**src/rtl/shift_right_seq.sv**
```systemverilog
// Iterative right shifter (logical/arithmetic) applying one power-of-two stage
// per clock, with valid/ready handshakes on input and output.
module shift_right_seq #(
  parameter int N    = 32,
  parameter int LOGN = 5
) (
  input  logic         clk,
  input  logic         rst_n,
  input  logic         in_valid,
  output logic         in_ready,
  input  logic [N-1:0] X,
  input  logic [N-1:0] Y,
  input  logic         arith,
  output logic         out_valid,
  input  logic         out_ready,
  output logic [N-1:0] Z
);

  localparam int KW = (LOGN > 1) ? $clog2(LOGN) : 1;
  localparam logic [KW-1:0] K_TOP  = KW'(LOGN - 1);
  localparam logic [KW-1:0] K_ZERO = KW'(0);
  localparam logic [KW-1:0] K_ONE  = KW'(1);

  typedef enum logic [1:0] {
    IDLE  = 2'd0,
    SHIFT = 2'd1,
    DONE  = 2'd2
  } state_t;

  state_t          state;
  logic [N-1:0]    data;
  logic [LOGN-1:0] amt;
  logic [KW-1:0]   k;
  logic            fill;

  logic [LOGN-1:0] step;
  logic [N-1:0]    stage_shift;
  logic [N-1:0]    stage_next;
  logic            overflow;
  logic            in_fill;

  assign in_ready = (state == IDLE);
  assign Z        = data;
  assign overflow = |Y[N-1:LOGN];
  assign in_fill  = arith & X[N-1];

  // Single shared stage: shift by 2^k, filling vacated bits with the captured fill bit.
  always_comb begin
    step        = {{(LOGN-1){1'b0}}, 1'b1} << k;
    stage_shift = N'($signed({fill, data}) >>> step);
    if (amt[k]) begin
      stage_next = stage_shift;
    end else begin
      stage_next = data;
    end
  end

  // Control FSM and datapath registers.
  always_ff @(posedge clk or negedge rst_n) begin
    if (!rst_n) begin
      state     <= IDLE;
      data      <= {N{1'b0}};
      amt       <= {LOGN{1'b0}};
      k         <= K_TOP;
      fill      <= 1'b0;
      out_valid <= 1'b0;
    end else begin
      case (state)
        IDLE: begin
          if (in_valid) begin
            amt   <= Y[LOGN-1:0];
            fill  <= in_fill;
            k     <= K_TOP;
            data  <= overflow ? {N{in_fill}} : X;
            state <= SHIFT;
          end
        end
        SHIFT: begin
          data <= stage_next;
          if (k == K_ZERO) begin
            state     <= DONE;
            out_valid <= 1'b1;
          end else begin
            k <= k - K_ONE;
          end
        end
        DONE: begin
          if (out_ready) begin
            state     <= IDLE;
            out_valid <= 1'b0;
          end
        end
        default: begin
          state     <= IDLE;
          out_valid <= 1'b0;
        end
      endcase
    end
  end

endmodule

```
**config.mk**
```make
export PLATFORM = sky130hd
export DESIGN_NAME = shift_right_seq
export DESIGN_NICKNAME = d
export VERILOG_FILES = /design/src/rtl/shift_right_seq.sv
export SDC_FILE = /design/constraint.sdc
export NUM_CORES = 1
export LEC_CHECK = 0
export ABC_AREA = 1
export BUFFER_PORTS_ARGS = -buffer_cell sky130_fd_sc_hd__buf_2
export CAP_MARGIN = 20
export CORE_ASPECT_RATIO = 2
export CORE_UTILIZATION = 49
export CTS_BUF_LIST = sky130_fd_sc_hd__clkbuf_2 sky130_fd_sc_hd__clkbuf_4 sky130_fd_sc_hd__clkbuf_8
export DETAILED_ROUTE_END_ITERATION = 8
export GPL_TIMING_DRIVEN = 1
export PLACE_DENSITY = 0.75
export RECOVER_POWER = 50
export SYNTH_ARGS = -nofsm -noshare
export SYNTH_HDL_FRONTEND = slang
export SYNTH_SLANG_ARGS = --single-unit
```
**constraint.sdc**
```tcl
create_clock -name clk -period 2.11 [get_ports clk]
set_input_delay 0.422 -clock clk [delete_from_list [all_inputs] [get_ports clk]]
set_output_delay 0.422 -clock clk [all_outputs]
set_load 0.05 [all_outputs]
```
# Yosys cells after proc, flatten, opt, wreduce, memory -nomap -nowiden
# Index checks and enable logic that the tools add are counted.
# word_totals
register_bits	44
in_bits	69
out_inout_bits	34
word_cells	44
# op_classes
n_addsub	1
n_lt_le_gt_ge	1
eq_ne	7
shift	2
muxes	16
bitwise	2
reduce_logical	9
# op_table
op	count
$mux W32	3
$pmux W32 S2	1
$sshr A33 B5 Y32	1
$reduce_or A27 Y1	1
$reduce_and A3 Y1	4
$ne A2 B2 Y1 const B	5
$mux W2	3
$mux W3	2
$pmux W2 S3	1
$pmux W3 S2	1
$shl A1 B3 Y5 const A	1
$lt A3 B4 Y1 const B	1
$bmux W1 S3	1
$logic_not A3 Y1	1
$mux W1	3
$pmux W1 S3	1
$sub A3 B1 Y3 const B	1
$eq A2 B1 Y1 const B	1
$eq A2 B2 Y1 const B	1
$logic_not A2 Y1	1
$reduce_and A2 Y1	1
$reduce_bool A2 Y1	1
$and A1 B1 Y1	1
$not A1 Y1	1

# Logic depth before layout (Yosys ltp)
# logic_depth
word_depth	4
mapped_depth	16
depth_no_buf	14

# Worst setup path after synthesis
# Ideal clock, no wire load.
# synth_timing
kind	reg2reg
start	register k[0]
end	register data[1] (netlist: Z[1])
setup_ns	0.118
arrival_ns	1.824
required_time_ns	1.992
setup_slack_ns	0.169
stages_incl_launch_ff	12
path_buffers	1
period_less_slack_ns	1.941
cell_sequence	dfrtp_1 -> inv_1 -> ha_1 -> buf_2 -> nand2_2 -> clkinv_1 -> nor2_2 -> nand3_1 -> nand3_1 -> a21oi_1 -> nand2_1 -> nand2_1
# synth_via
elab_chain_cells	4
word_cells_on_any_way	8
cone_classes	eq/ne (1); shift (2); mux (4); reduce/logical (1)
# synth_rtl
element	line	text
from (decl)	33	logic [KW-1:0] k;
from (signal assigned)	84	k <= k - K_ONE;
$shl A1 B3 Y5 / $bmux W1 S3 (equally long branches)	49, 51	
$sshr A33 B5 Y32 / $mux W1 (equally long branches)	50, 51	
$mux W32 / $ne A2 B2 Y1 (equally long branches)	--	
$pmux W32 S2 / $reduce_and A3 Y1 (equally long branches)	--	
to (signal assigned)	62	data <= {N{1'b0}};
to (signal assigned)	74	data <= overflow ? {N{in_fill}} : X;
to (signal assigned)	79	data <= stage_next;
to (decl)	31	logic [N-1:0] data;
# Several ways; a longest one is shown, not always the timed one. The select of a mux whose other input is x is not followed.
# A chain may end at the register's enable or synchronous reset.

# Worst setup path in the final report
# layout_timing
start	register k[2]
end	register data[16] (netlist: Z[16])
# The elaborated chain is that of the path after synthesis.

==> key figures <==
Outcome
  – Status: finished, violations left
  – Violated checks: max-capacitance violations, max-slew violations

CTS
  – Postcts setup bufs: 0
  – Num CTS Buffers: 5
  – CTS tree: yes
  – H-tree levels: 2
  – Cts hold-fix bufs: 0
  – Clock latency on the worst-skew pair: ~0.32 ns
  – Post-CTS Resized: 0
  – Clk sinks: 44
  – Deepest clock path buffer count: 2
  – Clock transition at the registers of the reported paths: roughly 0.08 ns
  – Root Buffer: clkbuf_8

Cells and area
  – Filler Cell Count: between 900 and 1000
  – Fin util: around three fifths
  – Finished Cell Area: 0.00520 mm^2
  – Multi-input gate area in the final layout: between 0.002 and 0.003 mm^2
  – Reg area: between 0.001 and 0.0015 mm^2
  – Layout cell share with drive strength beyond 1: between 10% and 20%
  – Nets@finish: about 950
  – Syn-to-layout area delta: 20.7%
  – Antenna cell count: 0

Floorplanning
  – Die H: between 100 and 150 um
  – Ports: about 100
  – Initial Utilization: between 50% and 60%
  – Die area: between 0.009 and 0.01 mm^2
  – Core area: around 0.0086 mm^2
  – Rows: 48
  – Die X: a little under 70 um

Power
  – Overall power: approximately 0.011 W
  – Leakage: 2.90 nW
  – Peak VDD IR: 1.23 mV
  – Power Density: 2100 mW/mm^2

STA
  – Slew Viols, Final: 29
  – Least-Margin Pin Slew: between 1.5 and 2 ns
  – RSZ-0062 raised after global routing: yes
  – Slew headroom: -14.2%
  – Final Hold Slack: 0.344 ns
  – Setup_tns: 0 ns
  – Final setup violation count: 0
  – Min Clock Period, post-route: approximately 2.1 ns
  – Clock Skew: between 0.009 and 0.01 ns
  – Final Hold Fails: 0
  – Max Fclk: between 0.4 and 0.5 GHz
  – Period utilization: slightly below 100%

Route
  – Total number of vias: 5681
  – Post-route antenna net violation count: 0
  – Remaining DRCs: 0
  – 1st-pass router iterations: 5
  – Routed WL: approximately 18000 um
  – Initial detailed-routing violation count: ~440
  – Wire per inst: about 18 um
  – Vias per cell: approximately 5.8

GRT
  – Total track usage: about two fifths
  – Number of global-route vias before repair: 5530
  – Initial antenna violation count: 0
  – First-pass GRT wire length: 27600 um
  – Gr ovfl total: 0
  – Largest net degree at the start of global routing: slightly below 50

Logic synthesis
  – Main synth FF type: dfrtp_1
  – Synth top area share: between 30% and 40%
  – Count leader, synth: nand2_1
  – Syn_area_per_cell: around 5.5 um^2
  – Post-synthesis mux area share: under 10%
  – Post-Synth Simple-Gate Area: 57.3%
  – Netlist cell types: 24
  – Number of synthesized flops with an enable pin: 0
  – Post-synthesis cell area: 0.00431 mm^2
  – Part of the Yosys area used for sequential elements: about a quarter
  – Adder-Cell Fraction of Synth Area: between 1 and 1.5%
  – Yosys top cell by area: nand2_1
  – Synth cell count leaders: 355 x nand2_1, 171 x nand3_1, 60 x nor2_1
  – Ys async rst share: 100%
  – #FFs+latches synth: 44
  – Top post-synthesis cells by area: nand2_1 31%, dfrtp_1 25%, nand3_1 20%
  – Syn nets: around 860
  – Mapped Cells: approximately 800
  – Largest family of logic cells by synthesized area: simple AND/OR/NAND/NOR gates
  – Post-synthesis compound-gate area fraction: around 5.4%
  – Post-Synth XOR/XNOR Area: 0%
  – Yosys warns: 0

Placement
  – Placed Area: approximately 0.0050 mm^2
  – Post-detail-place hpwl: approximately 13000 um
  – Final GP Congestion: between 1 and 1.5
  – Buffers added on ports: approximately 100

Critical path
  – CP peak stage delay: 0.40 ns
  – Crit-path slowest cell: dfstp_2
  – Critical path fanouts, max: 23
  – Worst setup startpoint: k[2]
  – CP Capture Type: flop
  – Worst path cell trace: inv_2, buf_4, nand2_1, inv_2, buf_4, nand3_1, nand3_1, nand2_1, nand2_1, nand2_1
  – CP Class: reg -> reg
  – R2r startpoint: k[2]
  – Arr. time, crit path: 2.28 ns
  – Worst setup SP type: flop
  – Most common cell on crit path: nand2_1
  – Worst EP required: ~2.3 ns

Min path
  – Worst hold path class: in -> reg
  – HP Start: Y[4]

Flow run
  – Max Cap Violations: 1
final timing paths:
path                          end  slack, ns  cells after the start
max                         Z[16]       0.04                     10
min reg2reg                 Z[13]       0.51                      2
min in group asynchronous    Z[6]       0.35                      2
max reg2reg                 Z[16]       0.04                     10
max in group asynchronous   Z[29]       0.47                      2
min                        amt[4]       0.34                      2
state kept, by name (all words and copies together) (netlist names):
register and count:
Z 32, amt 5, k 3, state 2, fill 1, out_valid 1
cell type report:
type                       instances  area share, %
tap                              100           2.41
multi-input combinational        651           55.1
timing repair buffer             131           16.2
inverter                          45           3.42
clock inverter                     1         0.0962
clock buffer                       7           1.61
sequential                        44           21.2
power breakdown:
group	switching, W	internal [W]	total [W]
clock network	0.000325	0.000259	0.000584
registers	0.000421	0.00129	0.00171
logic	0.00605	0.00258	0.00863
worst max-delay path, delay by kind of cell, from the launching register on:
kind / cells / cell delay (ns)
buf+inv: 4 / 0.85
flops: 1 / 0.40
simple gates: 6 / 0.70
stage by stage:
stage	cells	setup slack (ns)
2_1_floorplan	783	0.169
3_3_place_gp	970	0.0818
3_5_place_dp	970	0.0541
4_1_cts	978	0.0247
5_1_grt	979	-0.0387
6_report	979	0.0441
per-layer routing:
metal  share of wire [%]  GRT usage, %  vias up
li1                    -             -     2703
met1                  35          40.8     2621
met2                  52          67.6      279
met3                 6.6          14.9       78
met4                 6.3          27.7        0
met5                   0         0.625        -
layout by cell type, fill, tap and decap left out, drive strengths merged:
| master | netlist | final |
|---|---|---|
| a21oi | 36 | 36 |
| a41oi | 1 | 1 |
| and2 | 1 | 1 |
| buf | 32 | 124 |
| clkbuf | 11 | 14 |
| clkinv | 2 | 4 |
| clkinvlp | 0 | 1 |
| dfrtp | 43 | 43 |
| dfstp | 1 | 1 |
| ha | 5 | 5 |
| inv | 43 | 41 |
| mux2 | 5 | 5 |
| nand2 | 358 | 358 |
| nand3 | 171 | 171 |
| nand3b | 1 | 1 |
| nand4 | 2 | 2 |
| nor2 | 61 | 61 |
| nor3 | 1 | 1 |
| o21ai | 9 | 9 |
logic make-up after synthesis:
| group | after synthesis |
|---|---|
| mux | 5 |
| buf+inv | 88 |
| simple gates | 595 |
| compound gates | 46 |
| fa+ha+maj | 5 |
| flops | 44 |
No activity file was read; power rests on OpenSTA's default activity.
